File: src/rtl/mux4_scan_sequencer_pkg.sv
// Shared encodings and limits for the 4:1 mux scan sequencer.
// No logic; no latency; no backpressure.
`ifndef MUX4_SCAN_SEQUENCER_PKG_SV
`define MUX4_SCAN_SEQUENCER_PKG_SV
package mux4_scan_sequencer_pkg;

    typedef enum logic {
        IDLE = 1'b0,
        SCAN = 1'b1
    } scan_state_t;

    localparam int         SETTLE_MIN = 1;
    localparam int         SETTLE_MAX = 16;
    localparam logic [1:0] LAST_CH    = 2'd3;

endpackage
`endif

File: src/rtl/mux4_scan_sequencer_settle_counter.sv
// Loadable down-counter with zero flag; times the per-channel settle window.
// Latency: load/decrement visible one cycle after the edge.
// Backpressure: none; dec at zero holds the count at zero.
module mux4_scan_sequencer_settle_counter #(
    parameter int CW = 4
) (
    input  logic          clk,
    input  logic          rst_n,
    input  logic          load,
    input  logic [CW-1:0] load_val,
    input  logic          dec,
    output logic          zero
);

    logic [CW-1:0] cnt_q;

    always_ff @(posedge clk) begin
        if (!rst_n) begin
            cnt_q <= '0;
        end else if (load) begin
            cnt_q <= load_val;
        end else if (dec && (cnt_q != '0)) begin
            cnt_q <= cnt_q - CW'(1);
        end
    end

    assign zero = (cnt_q == '0);

endmodule

File: src/rtl/mux4_scan_sequencer.sv
// Steps a 4:1 mux select through channels 0..3 and packs the samples into a word.
// Latency: valid one cycle after edge E0+4*SETTLE_CYCLES following start acceptance.
// Backpressure: none; start while busy is dropped, valid is a single-cycle strobe.
module mux4_scan_sequencer
    import mux4_scan_sequencer_pkg::*;
#(
    parameter int SETTLE_CYCLES = 2,
    parameter int CW            = 4
) (
    input  logic       clk,
    input  logic       rst_n,
    input  logic       start,
    input  logic       continuous,
    input  logic       mux_out,
    output logic [1:0] sel,
    output logic [3:0] sample,
    output logic       valid,
    output logic       busy
);

    localparam logic [CW-1:0] RELOAD = CW'(SETTLE_CYCLES - 1);

    scan_state_t state_q, state_d;
    logic [1:0]  sel_d;
    logic [2:0]  shadow_q, shadow_d;
    logic [3:0]  sample_d;
    logic        valid_d;
    logic        cnt_load, cnt_dec, cnt_zero;

    mux4_scan_sequencer_settle_counter #(
        .CW (CW)
    ) u_settle (
        .clk      (clk),
        .rst_n    (rst_n),
        .load     (cnt_load),
        .load_val (RELOAD),
        .dec      (cnt_dec),
        .zero     (cnt_zero)
    );

    always_comb begin
        state_d  = state_q;
        sel_d    = sel;
        shadow_d = shadow_q;
        sample_d = sample;
        valid_d  = 1'b0;
        cnt_load = 1'b0;
        cnt_dec  = 1'b0;
        case (state_q)
            IDLE: begin
                sel_d = 2'd0;
                if (start) begin
                    state_d  = SCAN;
                    cnt_load = 1'b1;
                end
            end
            SCAN: begin
                if (!cnt_zero) begin
                    cnt_dec = 1'b1;
                end else if (sel != LAST_CH) begin
                    shadow_d[sel] = mux_out;
                    sel_d         = sel + 2'd1;
                    cnt_load      = 1'b1;
                end else begin
                    // Last channel goes straight into the word so sample never shows a partial scan.
                    sample_d = {mux_out, shadow_q};
                    valid_d  = 1'b1;
                    shadow_d = 3'b000;
                    sel_d    = 2'd0;
                    if (continuous) begin
                        cnt_load = 1'b1;
                    end else begin
                        state_d = IDLE;
                    end
                end
            end
            default: begin
                state_d = IDLE;
                sel_d   = 2'd0;
            end
        endcase
    end

    always_ff @(posedge clk) begin
        if (!rst_n) begin
            state_q  <= IDLE;
            sel      <= 2'd0;
            shadow_q <= 3'b000;
            sample   <= 4'h0;
            valid    <= 1'b0;
        end else begin
            state_q  <= state_d;
            sel      <= sel_d;
            shadow_q <= shadow_d;
            sample   <= sample_d;
            valid    <= valid_d;
        end
    end

    assign busy = (state_q == SCAN);

endmodule

File: config.mk
export PLATFORM = sky130hd
export DESIGN_NAME = mux4_scan_sequencer
export DESIGN_NICKNAME = d
export VERILOG_FILES = /design/src/rtl/mux4_scan_sequencer_pkg.sv /design/src/rtl/mux4_scan_sequencer_settle_counter.sv /design/src/rtl/mux4_scan_sequencer.sv
export SDC_FILE = /design/constraint.sdc
export NUM_CORES = 1
export LEC_CHECK = 0
export ABC_AREA = 1
export CAP_MARGIN = 20
export CORE_MARGIN = 2
export CORE_UTILIZATION = 50
export DETAILED_ROUTE_END_ITERATION = 8
export GPL_ROUTABILITY_DRIVEN = 0
export GPL_TIMING_DRIVEN = 0
export PLACE_DENSITY_LB_ADDON = 0.3
export SLEW_MARGIN = 20
export SYNTH_ARGS = -nofsm -noshare
export SYNTH_HDL_FRONTEND = slang
export SYNTH_SLANG_ARGS = --single-unit
File: constraint.sdc
create_clock -name clk -period 1.8 [get_ports clk]
set_input_delay 0.36 -clock clk [delete_from_list [all_inputs] [get_ports clk]]
set_output_delay 0.36 -clock clk [all_outputs]
set_load 0.005 [all_outputs]
== After elaboration in Yosys (flattened, before gate mapping) ==
Index checks and enable logic that the tools add are counted.

* Equality and inequality tests: 2
* Bitwise operators: 3
* Reduce and logical (&&, ||, !) cells: 9
* Mux-type cells: 19
* $add $sub $neg: 2
* Order comparisons: 2

{| class="wikitable"
|+ Operators by type and width
! cell !! number
|-
| 1-bit two-way mux || 11
|-
| 3-bit AND reduction || 2
|-
| 4-bit zero test || 1
|-
| 2-bit two-way mux || 2
|-
| 1-bit one-hot mux with 2 select lines || 2
|-
| 2-bit one-hot mux with 2 select lines || 1
|-
| 4-bit nonzero test || 1
|-
| 4-bit by 1-bit subtractor with 4-bit output (second input constant) || 1
|-
| 3-bit bitwise mux || 1
|-
| 2-bit by 3-bit less-than comparator with 1-bit output (second input constant) || 1
|-
| 3-bit two-way mux || 1
|-
| 1-bit NOT || 3
|-
| 2-bit by 1-bit adder with 2-bit output (second input constant) || 1
|-
| 1-bit demux with 2-bit select || 1
|-
| 2-bit by 1-bit >= comparator with 1-bit output (second input constant) || 1
|-
| 1-bit logical AND || 2
|-
| 2-bit by 1-bit inequality test with 1-bit output (second input constant) || 1
|-
| 2-bit inequality test (second input constant) || 1
|-
| 2-bit AND reduction || 1
|-
| 2-bit nonzero test || 1
|-
| 2-bit OR reduction || 1
|}

* Word-level logic and storage cells: 44
* Output and inout bits: 8
* Input port bits: 5
* Bits in registers: 15

== Longest topological paths before layout ==
Gate-level depths: netlist (run 1).

* Word-level depth: 6
* Mapped depth: 7

== Hierarchy ==
A second synthesis (run 1) with hierarchy kept.

* Cells, all modules: 110
* Area total of the unflattened synthesis: 788.3 um2

{| class="wikitable"
|+ By module, submodules not included
! module !! area each (um2) !! instances !! cells an instance !! sequential area each (um2)
|-
| mux4_scan_sequencer || 514.2 || 1 || 69 || 220.2
|-
| mux4_scan_sequencer_settle_counter || 274.0 || 1 || 41 || 80.1
|}

== Worst setup path after synthesis (run 1) ==
OpenSTA, ideal clock, no wires.

* Path kind: register to register
* From: reg u_settle.cnt_q[0]
* To: reg sample[0]
* Slack: 618 ps
* Stages on the path, launching flop included: 8
* Library setup time: 114 ps
* Path buffers: 0
* Arrival: 1068 ps
* Data required time: 1686 ps
* Cell sequence: dfxtp_1 -> inv_1 -> ha_1 -> nand3_4 -> nor2_4 -> inv_2 -> nand3_1 -> nand2_1

* Word-level cells in the longest chain between the ends: 2

{| class="wikitable"
|+ Ends and longest elaborated chain
! element !! line !! text
|-
| from (decl) || mux4_scan_sequencer_settle_counter.sv:15 || <nowiki>logic [CW-1:0] cnt_q;</nowiki>
|-
| from (signal assigned) || mux4_scan_sequencer_settle_counter.sv:21 || <nowiki>cnt_q <= load_val;</nowiki>
|-
| from (signal assigned) || mux4_scan_sequencer_settle_counter.sv:23 || <nowiki>cnt_q <= cnt_q - CW'(1);</nowiki>
|-
| 4-bit zero test || mux4_scan_sequencer_settle_counter.sv:27 || <nowiki>assign zero = (cnt_q == '0);</nowiki>
|-
| 3-bit AND reduction (no line) || -- ||
|-
| to (signal assigned) || mux4_scan_sequencer.sv:95 || <nowiki>sample <= sample_d;</nowiki>
|-
| to (decl) || mux4_scan_sequencer.sv:16 || <nowiki>output logic [3:0] sample,</nowiki>
|}

No other way between the ends.
A chain may end at the register's enable or synchronous reset.

== Final worst setup path (run 1) ==
* From: reg state_q, in the netlist busy
* To: out busy

{| class="wikitable"
|+ RTL lines
! element !! line !! text
|-
| from (decl) || mux4_scan_sequencer.sv:23 || <nowiki>scan_state_t state_q, state_d;</nowiki>
|-
| from (signal assigned) || mux4_scan_sequencer.sv:92 || <nowiki>state_q <= state_d;</nowiki>
|-
| to (decl) || mux4_scan_sequencer.sv:18 || <nowiki>output logic busy</nowiki>
|}

No word-level cell between the ends.

==> results.toml, run 1 <==
[logic_synthesis]
yosysSeqAreaShare_pct = 39.2
netlist_area_um2 = 766
avgSynthCellArea_um2 = 7.29
synth_top_area_share_pct = 39.2
ys_top_cells_by_count = "22 x nand2_1, 17 x inv_1, 15 x dfxtp_1, 11 x nand3_1, 9 x nor2_1"
synthCells = 105
synth-main-ff-cell = "dfxtp_1"
synth_nets = 115
synth.top_cells.by_area = "dfxtp_1 39%, nand2_1 11%, inv_1 8.3%"
synth_seq_cells = 15
synth.distinct_cells = 17
synth_edf_count = 0
synth_top_cell_by_area = "dfxtp_1"
async_flop_share_pct = 0
ys_warn_count = 0
synth_most_common_cell = "nand2_1"

[power_and_ir_drop]
p_leak_nw = 0.399
ir_drop_uv = 352
pwr_density_cell_nw_per_um2 = 760
finalPower_mw = 0.710

[timing]
timing.fmax_mhz = 583
finalSetupViolations = 0
fin_crit_ns = 1.72
drv_slew = 0
worst_clock_skew_ns = 0.00366
rsz0062_at_grt = "no"
final_hold_viol_count = 0
slew_headroom_pct = 72.8
period_share_pct = 95.3
whs_ns = 0.464
finalSetupTns_ns = 0
worst_slack_ns = 0.0849
tightest_slew_ns = 0.409

[final_layout]
n_fill_cell = 153
final_area_um2 = 933
drive_above_1_share_pct = 11.6
stdcell_count = 137
syn2layout_area_growth_pct = 21.9
final_nets = 132
final_util_pct = 63.4
diodes = 0

[route]
drcViolationCount = 0
antenna_left = 0
wl_per_cell_um = 10.1
wl_um = 1390
firstDrtPassIters = 4
via_per_inst = 4.82
vias = 660
drt-initial-drc-count = 14

[die]
die_w_um = 43.1
dieArea_um2 = 1860
initial_core_util_pct = 52.0
io_pins = 13
die_h_um = 43.1
core_area_um2 = 1470
num_rows = 14

[clock_tree]
numCtsBuffers = 3
clk_latency_ns = 0.29
path_clk_slew_ns = 0.10
post_cts_buffers = 0
cts_sinks = 15
cts_tree = "yes"
ctsResizeCount = 0
cts.htree.levels = 1
clk_path_buf_depth = 2
cts_hold_buf = 0
root_buffer = "clkbuf_4"

[outcome]
status = "completed"

[placement]
pre_cts_slack_ns = 0.284
io_buffer_count = 12
place_hpwl_um = 1050
placed_cell_area_um2 = 906
place_inst = 133

[critical_path]
slowest_delay_ns = 0.56
r2r_setup_slack_ns = 0.46
r2r_cells = 7
path_class = "flip-flop to output pin"
cp-end-kind = "output pin"
r2r-start = "u_settle.cnt_q[0]"
crit_buf_inv = 1
crit_arrival_ns = 1.36
start_kind = "flip-flop"
required_ns = 1.44
path_cells = "clkdlybuf4s50_1"
slowest_stage = "clkdlybuf4s50_1"
crit_path_max_fanout = 7
r2r_end = "sample[2]"
crit_family = "buffers and inverters"

[min_path]
hp-start = "sample[0]"
hold_path.class = "flip-flop to flip-flop"
hold_end = "sample[0]"
worstHoldPathCells = 2

[global_routing]
grt_start_max_net_pins = 11
globalRouteOverflowTotal = 0
grt_use_total_pct = 18.8
grt_pass1_wl_um = 2570
antenna_found_initial = 0
grt_pass1_vias = 607

[job]
drv_cap = 0
==> registers in the layout, summed over array words and instances (netlist names) <==
register,flops
valid,1
shadow_q,3
busy,1
u_settle.cnt_q,4
sample,4
sel,2
==> cell families (layout without fill, tap and decap cells) <==
group,Yosys count,after routing,synth area share [%]
and+or+nand+nor,54,54,34.5
buffers and inverters,20,36,9.80
DFF,15,15,39.2
AOI/OAI and AO/OA,11,11,8.33
adders and majority gates,5,5,8.17
==> where the power goes <==
part           leakage (nW)  switching [mW]  internal, mW  total [mW]
combinational         0.259          0.0855        0.0603       0.146
clock                0.0177           0.116        0.0826       0.199
sequential            0.122          0.0183         0.347       0.365
==> per-layer routing <==
layer	share of wire [%]	wire [µm]	vias to the layer above	global-route usage, %
li1	-	-	360	-
met2	42	576	16	28.7
met5	0	0	-	0
met4	2.9	40	0	10.9
met1	52	723	279	25.1
met3	3.3	46	5	2.55
==> placed cells by master, fill, tap and decap left out, types with 4 or more instances in the layout <==
master / instances
nand2_1: 22
inv_1: 17
dfxtp_1: 15
clkdlybuf4s50_1: 12
nand3_1: 11
nor2_1: 9
a21oi_1: 6
ha_1: 5
nand2_2: 4
==> worst max path at each step <==
stage | start | end | slack (ns) | depth (start not counted)
2_1_floorplan | u_settle.cnt_q[0] | sample[0] | 0.62 | 7
3_3_place_gp | rst_n | sample[0] | 0.29 | 4
3_5_place_dp | rst_n | sample[0] | 0.28 | 4
4_1_cts | busy | busy | 0.08 | 1
5_1_grt | busy | busy | 0.05 | 1
6_report | busy | busy | 0.08 | 1
==> worst min-delay path, stage by stage (launching register included) <==
cell and delay (ns):
dfxtp_1 0.32, nand3_1 0.07, nand2_1 0.04
==> cell type report <==
| type | instances | area (µm²) | share of cell area [%] |
|---|---|---|---|
| plain buffers | 1 | 3.75 | 0.402 |
| repair buffers | 12 | 120 | 12.9 |
| inverters | 19 | 71.3 | 7.64 |
| well taps | 16 | 20.0 | 2.14 |
| multi-input cells | 70 | 390 | 41.8 |
| clock inverters | 1 | 5.00 | 0.536 |
| clock buffers | 3 | 22.5 | 2.41 |
| flip-flops and latches | 15 | 300 | 32.2 |
Power figures use the tool's default switching activity.
==> run 2: changes to the inputs <==
--- a/config.mk
+++ b/config.mk
@@ -9,6 +9,7 @@
 export CAP_MARGIN = 20
 export CORE_MARGIN = 2
 export CORE_UTILIZATION = 50
+export CTS_CLUSTER_SIZE = 10
 export DETAILED_ROUTE_END_ITERATION = 8
 export GPL_ROUTABILITY_DRIVEN = 0
 export GPL_TIMING_DRIVEN = 0
==> results of run 2 <==
No change in the layout: final DEF, timing and power equal those of run 1.
==> run 3: changes to the inputs <==
--- a/config.mk
+++ b/config.mk
@@ -8,7 +8,7 @@
 export ABC_AREA = 1
 export CAP_MARGIN = 20
 export CORE_MARGIN = 2
-export CORE_UTILIZATION = 50
+export CORE_UTILIZATION = 35
 export CTS_CLUSTER_SIZE = 10
 export DETAILED_ROUTE_END_ITERATION = 8
 export GPL_ROUTABILITY_DRIVEN = 0
==> run 3 against run 2 <==
Design area up 1.3%. Critical path depth unchanged. Combinational power about the same. Global-route usage down 6.3 points. Worst setup slack better by 0.0081 ns. First-iteration DRC count up 14%. Flip-flop and latch count unchanged. Clock skew up 0.00097 ns. Hold slack about the same. Wire length up 4.8%. Critical path type unchanged.
==> results.toml, run 3 (synthesis results as in run 1) <==
[outcome]
status = "completed"

[clock_tree]
cts.htree.levels = 1
post_cts_buffers = 0
ctsResizeCount = 0
numCtsBuffers = 3
clk_path_buf_depth = 2
cts_sinks = 15
clk_latency_ns = 0.28
root_buffer = "clkbuf_4"
cts_tree = "yes"
path_clk_slew_ns = 0.09
cts_hold_buf = 0

[die]
initial_core_util_pct = 37.9
die_w_um = 50.8
core_area_um2 = 2020
io_pins = 13
num_rows = 16
die_h_um = 50.8
dieArea_um2 = 2580

[final_layout]
final_common_cell = "nand2_1"
n_fill_cell = 212
seq_area_um2 = 300
largestRegisters = "sample x4, u_settle.cnt_q x4, shadow_q x3"
final_nets = 132
multiInputGateArea_um2 = 390
stdcell_count = 148
syn2layout_area_growth_pct = 23.5
drive_above_1_share_pct = 10.7
diodes = 0
final_cell_mix = "22 x nand2_1, 17 x inv_1, 15 x dfxtp_1"
final_util_pct = 46.8

[timing]
finalSetupViolations = 0
final_hold_viol_count = 0
tightest_slew_ns = 0.439
fin_crit_ns = 1.71
rsz0062_at_grt = "no"
timing.fmax_mhz = 586
finalSetupTns_ns = 0
drv_slew = 0
worst_clock_skew_ns = 0.00462
slew_headroom_pct = 70.7
period_share_pct = 94.8

[power_and_ir_drop]
ir_drop_uv = 409
p_leak_nw = 0.396
pwr_density_cell_nw_per_um2 = 746

[critical_path]
cp-end-kind = "output pin"
required_ns = 1.44
crit_family = "buffers and inverters"
start_kind = "flip-flop"
slowest_stage = "clkdlybuf4s50_1"
slowest_delay_ns = 0.56
crit_path_max_fanout = 7
crit_buf_inv = 1
path_class = "flip-flop to output pin"
crit_arrival_ns = 1.35
path_cells = "clkdlybuf4s50_1"

[global_routing]
antenna_found_initial = 0
globalRouteOverflowTotal = 0
grt_pass1_vias = 657
grt_use_total_pct = 12.5
grt_pass1_wl_um = 2450
grt_start_max_net_pins = 11

[placement]
place_inst = 144
io_buffer_count = 12
place_hpwl_um = 1130

[route]
antenna_left = 0
firstDrtPassIters = 4
via_per_inst = 4.55
drt-initial-drc-count = 16
drcViolationCount = 0
wl_per_cell_um = 9.82
wl_um = 1450
vias = 674

[job]
drv_cap = 0

[min_path]
hold_path.class = "flip-flop to flip-flop"
[run 3: through the flow]
step           hold WS [ns]  total power, mW  area (µm²)  setup slack, ns
6_report              0.464            0.705         946           0.0930
4_1_cts               0.471            0.708         946           0.0932
5_1_grt               0.479            0.747         946           0.0414
2_1_floorplan         0.444            0.474         766            0.618
3_3_place_gp          0.450            0.515         920            0.272
3_5_place_dp          0.458            0.521         920            0.260
[run 3: area by class of cell]
cell class                      count  share of cell area, %
Multi-Input combinational cell     70                   41.3
Inverter                           19                   7.54
Timing Repair Buffer               12                   12.7
Tap cell                           27                   3.57
Sequential cell                    15                   31.7
Clock buffer                        4                   2.78
Buffer                              1                  0.397
[run 3: final timing paths]
| check | start | to | cells after the start | slack, ns |
|---|---|---|---|---|
| worst max register to register | u_settle.cnt_q[0] | sample[1] | 7 | 0.44 |
| worst min register to register | sample[3] | sample[3] | 2 | 0.46 |
| worst max-delay path | busy | busy | 1 | 0.09 |
| worst min-delay path | sample[3] | sample[3] | 2 | 0.46 |
[run 3: layer usage]
layer	vias to the layer above	share of wire, %	global-route usage, %
met3	2	3.4	1.79
met2	15	47	21.7
met1	298	49	15.2
li1	359	-	-
met5	-	0	0
met4	0	0.96	5.41
[run 3: report_power, final]
| part | internal, mW | leakage [nW] | total (mW) | switching (mW) |
|---|---|---|---|---|
| sequential | 0.347 | 0.122 | 0.365 | 0.0182 |
| combinational | 0.0605 | 0.259 | 0.149 | 0.0880 |
| clock | 0.0858 | 0.0150 | 0.192 | 0.106 |
| total | 0.493 | 0.396 | 0.705 | 0.212 |
[run 3: worst register-to-register path: stages, from the launching register on]
cell and delay, ns:
dfxtp_1 0.32, inv_1 0.12, ha_1 0.32, nand3_4 0.15, nor2_4 0.16, inv_2 0.07, nand3_1 0.06, nand2_1 0.05
